--- src/rtl/amem_seq_ctrl.sv ---
// Analog memory array sequencer: single or burst program/read operations with pulse timing and ready timeout.
// Define AMEM_VERIFY_EN to add an automatic read-back compare after every program operation.
module amem_seq_ctrl #(
  parameter logic [7:0] TMO_MAX = 8'd255
) (
  input  logic       clk,
  input  logic       rst,
  input  logic       cmd_wr,
  input  logic [7:0] cmd,
  input  logic [7:0] addr,
  input  logic [7:0] wdata,
  input  logic [7:0] pw,
  output logic [7:0] mem_addr,
  output logic [7:0] mem_din,
  output logic       mem_we,
  output logic       mem_re,
  input  logic [7:0] mem_dout,
  input  logic       mem_rdy,
  output logic [7:0] rdata,
  output logic [7:0] status
);

  localparam logic [2:0] S_IDLE    = 3'd0;
  localparam logic [2:0] S_SETUP   = 3'd1;
  localparam logic [2:0] S_PULSE   = 3'd2;
  localparam logic [2:0] S_WAIT    = 3'd3;
  localparam logic [2:0] S_CAPTURE = 3'd4;
  localparam logic [2:0] S_NEXT    = 3'd5;

  logic [2:0] r_state;
  logic       r_op;
  logic       r_vphase;
  logic [3:0] r_cnt;
  logic [7:0] r_pw;
  logic [7:0] r_pcnt;
  logic [7:0] r_tmo;
  logic [7:0] r_addr;
  logic [7:0] r_din;
  logic [7:0] r_rdata;
  logic       r_done;
  logic       r_err_tmo;
  logic       r_err_ovr;
  logic       r_err_vfy;

  logic       w_rd_op;
  logic       w_accept;
  logic       w_tmo_hit;

  // The verify read-back phase drives the array exactly like a user read.
  assign w_rd_op   = r_op | r_vphase;
  assign w_accept  = cmd_wr & cmd[0] & (r_state == S_IDLE);
  assign w_tmo_hit = ({1'b0, r_tmo} + 9'd1) >= {1'b0, TMO_MAX};

  always_ff @(posedge clk) begin
    if (rst) begin
      r_state   <= S_IDLE;
      r_op      <= 1'b0;
      r_vphase  <= 1'b0;
      r_cnt     <= 4'd0;
      r_pw      <= 8'd0;
      r_pcnt    <= 8'd0;
      r_tmo     <= 8'd0;
      r_addr    <= 8'd0;
      r_din     <= 8'd0;
      r_rdata   <= 8'd0;
      r_done    <= 1'b0;
      r_err_tmo <= 1'b0;
      r_err_ovr <= 1'b0;
      r_err_vfy <= 1'b0;
    end else begin
      if (cmd_wr && (r_state != S_IDLE)) r_err_ovr <= 1'b1;
      case (r_state)
        S_IDLE: begin
          if (w_accept) begin
            r_op      <= cmd[1];
            r_cnt     <= cmd[7:4];
            r_addr    <= addr;
            r_din     <= wdata;
            r_pw      <= (pw == 8'd0) ? 8'd1 : pw;
            r_vphase  <= 1'b0;
            r_done    <= 1'b0;
            r_err_tmo <= 1'b0;
            r_err_ovr <= 1'b0;
            r_err_vfy <= 1'b0;
            r_state   <= S_SETUP;
          end
        end
        S_SETUP: begin
          r_pcnt  <= r_pw - 8'd1;
          r_state <= S_PULSE;
        end
        S_PULSE: begin
          if (r_pcnt == 8'd0) begin
            r_tmo   <= 8'd0;
            r_state <= S_WAIT;
          end else begin
            r_pcnt <= r_pcnt - 8'd1;
          end
        end
        S_WAIT: begin
          if (mem_rdy) begin
            r_state <= S_CAPTURE;
          end else if (w_tmo_hit) begin
            r_err_tmo <= 1'b1;
            r_state   <= S_IDLE;
          end else begin
            r_tmo <= r_tmo + 8'd1;
          end
        end
        S_CAPTURE: begin
`ifdef AMEM_VERIFY_EN
          if (!r_op && !r_vphase) begin
            r_vphase <= 1'b1;
            r_state  <= S_SETUP;
          end else begin
            if (r_vphase && (mem_dout != r_din)) r_err_vfy <= 1'b1;
            if (r_op) r_rdata <= mem_dout;
            r_vphase <= 1'b0;
            r_state  <= S_NEXT;
          end
`else
          if (r_op) r_rdata <= mem_dout;
          r_state <= S_NEXT;
`endif
        end
        S_NEXT: begin
          if (r_cnt == 4'd0) begin
            r_done  <= 1'b1;
            r_state <= S_IDLE;
          end else begin
            r_cnt   <= r_cnt - 4'd1;
            r_addr  <= r_addr + 8'd1;
            r_state <= S_SETUP;
          end
        end
        default: r_state <= S_IDLE;
      endcase
    end
  end

  assign mem_addr = r_addr;
  assign mem_din  = r_din;
  assign mem_we   = (r_state == S_PULSE) & ~w_rd_op;
  assign mem_re   = (r_state == S_PULSE) & w_rd_op;
  assign rdata    = r_rdata;
  assign status   = {(r_state != S_IDLE), r_done, r_err_tmo, r_err_ovr, r_err_vfy, r_state};

endmodule

--- config.mk ---
export PLATFORM = sky130hd
export DESIGN_NAME = amem_seq_ctrl
export DESIGN_NICKNAME = d
export VERILOG_FILES = /design/src/rtl/amem_seq_ctrl.sv
export SDC_FILE = /design/constraint.sdc
export NUM_CORES = 1
export LEC_CHECK = 0
export ABC_CLOCK_PERIOD_IN_PS = 2700
export BUFFER_PORTS_ARGS = -buffer_cell sky130_fd_sc_hd__buf_2
export CAP_MARGIN = 20
export CORE_ASPECT_RATIO = 0.8
export CORE_MARGIN = 4
export CORE_UTILIZATION = 50
export CTS_BUF_LIST = sky130_fd_sc_hd__clkbuf_4
export DETAILED_ROUTE_END_ITERATION = 8
export PLACE_DENSITY = 0.75
export SLEW_MARGIN = 10
export SYNTH_ARGS = -nofsm -noshare
export SYNTH_HDL_FRONTEND = slang
export SYNTH_SLANG_ARGS = --single-unit
--- constraint.sdc ---
create_clock -name clk -period 2.7 [get_ports clk]
set_input_delay 0.54 -clock clk [delete_from_list [all_inputs] [get_ports clk]]
set_output_delay 0.54 -clock clk [all_outputs]
set_load 0.1 [all_outputs]
---- Yosys cells after proc, flatten, opt, wreduce, memory -nomap -nowiden ----
Cells that the tools add are included.
word-level totals
  bits in registers ....................... 59
  input bits .............................. 44
  output and inout bits ................... 34
  logic and storage cells ................. 84
operators by class
  add/subtract/negate cells ............... 6
  magnitude comparators ................... 1
  equality and inequality tests ........... 14
  multiplexer cells ....................... 28
  bitwise gates (word level) .............. 5
  reductions and logical operators ........ 18
operators by type and width
  cell                                                                    count
  8-bit two-way mux                                                       7
  8-bit one-hot mux with 2 select lines                                   3
  3-bit one-hot mux with 6 select lines                                   1
  8-bit by 1-bit adder with 8-bit output (second input constant)          2
  8-bit zero test                                                         2
  2-bit != test (second input constant)                                   8
  8-bit by 1-bit subtractor with 8-bit output (second input constant)     2
  3-bit two-way mux                                                       4
  8-bit by 1-bit adder with 9-bit output (second input constant)          1
  9-bit by 8-bit >= comparator with 1-bit output (second input constant)  1
  3-bit AND reduction                                                     3
  1-bit two-way mux                                                       8
  4-bit two-way mux                                                       2
  4-bit one-hot mux with 2 select lines                                   1
  4-bit AND reduction                                                     2
  2-bit nonzero test                                                      4
  3-bit by 2-bit == test with 1-bit output (second input constant)        2
  3-bit == test (second input constant)                                   2
  2-bit AND reduction                                                     3
  1-bit AND                                                               4
  4-bit zero test                                                         1
  1-bit one-hot mux with 2 select lines                                   2
  4-bit by 1-bit subtractor with 4-bit output (second input constant)     1
  3-bit by 1-bit == test with 1-bit output (second input constant)        1
  5 further kinds                                                         5

---- Longest topological paths before layout ----
  word-level depth ........................ 5
  gate-level depth with buffers ........... 9
  depth with buffers taken out ............ 8

---- Least setup slack after synthesis ----
No wires, ideal clock.
  path type ............................... reg-to-output
  start ................................... reg r_state[1]
  end ..................................... out mem_we
  arrival ................................. 2.953 ns
  required time ........................... 2.160 ns
  path slack .............................. -0.793 ns
  stages on the path, launching flop included .. 5
  path through ............................ dfxtp_1 or3b_1 buf_2 buf_2 nor2_1
between the ends
  word-level cells in the longest chain between the ends .. 2
ends and longest elaborated chain
  what                                      line  text
  start: declaration                        30    logic [2:0] r_state;
  start signal: assignment                  56    r_state <= S_IDLE;
  start signal: assignment                  85    r_state <= S_SETUP;
  start signal: assignment                  90    r_state <= S_PULSE;
  3-bit by 2-bit == test with 1-bit output  143   assign mem_we = (r_state == S_PULSE) & ~w_rd_op;
  1-bit AND                                 143
  end: declaration                          15    output logic mem_we,
No other way between the ends.

---- Final worst setup path ----
Ends and elaborated chain as after synthesis.

==> metrics.md <==
| Metric | Value |
|---|---|
| Status | `completed` |
| Multi-input gate area | `around 1900 sq um` |
| Synth cell count leaders | `nand2_1 (63), dfxtp_1 (59), nor2_1 (48)` |
| Synth area leader | `dfxtp_1` |
| Logic pwr share | `~40%` |
| HP Class | `in -> reg` |
| Die ar. | `7770 sq um` |
| PostCTS Resize Cnt | `0` |
| First drt pass iteration count | `5` |
| Filler instances | `567` |
| Area Overhead vs Synth | `17.75%` |
| Worst setup path end | `mem_we` |
| GRT Residual Overflow | `0` |
| Vias in the first global route | `roughly 2900` |
| Crit path required time | `roughly 2.2 ns` |
| Worst Path Max Fanout | `12` |
| IO Port Bufs | `74` |
| Root Driver | `clkbuf_4` |
| Clock skew | `0.01641 ns` |
| FF-to-FF path depth | `8` |
| Layout Nets | `525` |
| Hold Fails Final Rpt | `0` |
| Synth area leaders | `dfxtp_1 (37%), nand2_1 (7.4%), a21oi_1 (6.4%)` |
| RSZ-0062 raised after global routing | `false` |
| Cell area after layout | `between 3000 and 4000 sq um` |
| Vias | `roughly 3200` |
| Worst reg2reg path startpoint | `r_state[1]` |
| WP depth | `3` |
| Worst path buffer plus inverter count | `1` |
| Net Count, Synth | `around 460` |
| Post-DP HPWL | `roughly 6000 um` |
| Critical Path AT | `1.88 ns` |
| Synth Warn # | `0` |
| Fin crit share | `approximately 90%` |
| CTS Buffer Depth | `2` |
| NetSw | `around 1.3 mW` |
| Ys flop type | `dfxtp_1` |
| Register area share after synthesis | `36.82%` |
| Hold_buf cts | `0` |
| Placed insts | `approximately 550` |
| Slew HR | `about half` |
| Tmin final | `approximately 2.4 ns` |
| First-pass GRT wire length | `roughly 13000 um` |
| CP endpoint kind | `output port` |
| Overall power | `approximately 2.9 mW` |
| Unique cell type count in the Yosys netlist | `slightly above 60` |
| CTS H-tree lvls | `3` |
| Post-synthesis register bit count | `59` |
| Async SR Flop Fraction | `0%` |
| Chip Width | `slightly below 100 um` |
| CP Cell Sequence | `or3b_1 -> nor2_4 -> buf_2` |
| Syn Inst Count | `410` |
| Post-route insts no fill | `562` |
| Clk Latency, worst-skew pair | `approximately 0.40 ns` |
| Flop pwr share | `between 30% and 40%` |
| Worst r2r dst | `r_pcnt[3]` |
| Ports | `78` |
| Initial antenna violation count | `0` |
| Fin Setup TNS | `0 ns` |
| Synthesized cell area | `3208 sq um` |
| Startpoint types | `register` |
| Final setup vio count | `0` |
| Start point of the critical path | `r_state[1]` |
| Clock power frac | `between 20% and 30%` |
| Placeable Area | `between 6000 and 7000 sq um` |
| Pin count of the biggest net entering global routing | `40` |
| Post-synth EDFFs | `0` |
| Post-detailed-route via-to-cell ratio | `between 5 and 6` |
| Final hold slack | `0.3609 ns` |
| Max-Cap Viols | `0` |
| Slowest stage cell, crit path | `or3b_1` |
| GRT Total Usage | `between 20% and 30%` |
| Final setup margin | `between 0.2 and 0.3 ns` |
| Pre-CTS setup slack | `approximately 0.34 ns` |
| Peak supply drop | `between 400 and 500 uV` |
| CP Class | `reg -> out` |
| Clock Sinks | `between 50 and 60` |
| Post-CTS setup buffer count | `0` |
| Final Util | `slightly above 60%` |
| Cell family with most CP delay | `simple AND/OR/NAND/NOR gates` |
| Worst reg-to-reg setup slack | `around 0.32 ns` |
| Inserted Clock Buffers | `9` |
| Int Pwr | `1.600 mW` |
| Cell Rows | `25` |
| Slew of the pin with the lowest slew margin | `0.7291 ns` |
| WL final | `8122 um` |
| Final GP Congestion | `slightly above 0.9` |
| Leak | `between 1.5 and 2 nW` |
| Share of the synthesized area in the top cell type | `between 30% and 40%` |
| CTS tree | `yes` |
| Placed inst area | `3641 sq um` |
| Max-slew violations | `0` |
| Clock Pin Slew Worst Setup and Hold Paths | `0.12 ns` |
| Sw frac | `a little over two fifths` |
| Starting density of the core | `a little over half` |
| Antenna viol nets, final | `0` |
| Drt drc | `0` |
| Largest stage delay on the critical path | `about 0.52 ns` |
| Post-synthesis average cell area | `slightly below 8 sq um` |
| Fmax | `413.2 MHz` |
| Antenna diodes | `0` |
| Initial DRC Count | `about 220` |
| Die span in y | `approximately 80 um` |
| PD cells | `between 700 and 800 nW/um^2` |
| FF/Latch Area | `around 1200 sq um` |
| Post-DR wirelength/cell | `about 14 um` |
| Most common cell in the synthesized netlist | `nand2_1` |
| Layout cell share with drive strength beyond 1 | `roughly 25%` |
-- how the worst min path moves through the flow --
stage / startpoint / cells past startpoint / endpoint
floorplan: r_err_tmo / 2 / r_err_tmo
global placement: mem_din[0] / 2 / mem_din[0]
detailed placement: mem_din[3] / 2 / mem_din[3]
CTS: wdata[7] / 3 / mem_din[7]
global route: wdata[6] / 3 / mem_din[6]
finish: wdata[7] / 3 / mem_din[7]
-- cell families (layout without fill, tap and decap cells) --
logic type / after synthesis / in the layout / share of synthesized area (%)
AND/OR/NAND/NOR: 181 / 181 / 27.61
AO/OA/AOI/OAI: 106 / 106 / 21.53
flip-flops: 59 / 59 / 36.82
buffers and inverters: 38 / 109 / 5.421
multiplexers: 19 / 19 / 6.279
adder cells (fa/ha/maj): 5 / 5 / 1.950
other: 1 / 1 / 0.1169
XOR/XNOR: 1 / 1 / 0.2731
-- tightest hold or removal path: stages --
cell	delay, ns
buf_2	0.09
nand2_1	0.04
a21oi_1	0.05
-- power groups by stage --
stage / clock network, mW / logic (mW) / registers, mW
2_1_floorplan: 0 / 0.739 / 1.27
3_3_place_gp: 0 / 1.11 / 1.10
3_5_place_dp: 0 / 1.13 / 1.11
4_1_cts: 0.639 / 1.14 / 1.09
5_1_grt: 0.678 / 1.23 / 1.11
6_report: 0.619 / 1.14 / 1.09
-- cells in the final DEF (no fill, tap or decap), types with 5 or more instances in the layout --
master    instances
o21ai_1           5
nand2_1          63
and3_1            5
a21oi_1          41
mux2i_1          15
o21ai_0          12
nor2_1           47
buf_4            10
nor3b_1           9
or4_1             5
inv_1             9
buf_2            73
a31oi_1           8
nand3_1          11
o31ai_1           6
dfxtp_1          57
ha_1              5
nor3_1            9
clkbuf_4          9
-- cell type report --
cell class                      count  share of cell area [%]
Clock buffer                        9                   1.789
Clock inverter                      7                   1.822
Inverter                            9                  0.8943
Multi-Input combinational cell    313                   49.29
Sequential cell                    59                   31.34
Tap cell                           81                   2.683
Timing Repair Buffer               84                   12.19
-- registers in the layout (all words and copies together), names as in the netlist --
| name | flops |
|---|---|
| r_pw | 8 |
| r_op | 1 |
| r_err_tmo | 1 |
| mem_din | 8 |
| r_state | 3 |
| r_tmo | 8 |
| r_cnt | 4 |
| r_err_ovr | 1 |
| r_pcnt | 8 |
| r_done | 1 |
| rdata | 8 |
| mem_addr | 8 |
-- metal layers --
layer / GRT usage (%) / vias to the layer above / routed length (um)
met5: 0 / - / 0
met4: 5.533 / 0 / 97
met3: 6.725 / 15 / 615
met2: 34.68 / 107 / 3819
met1: 25.67 / 1498 / 3590
li1: - / 1599 / -
(Power assumes the default switching activity.)
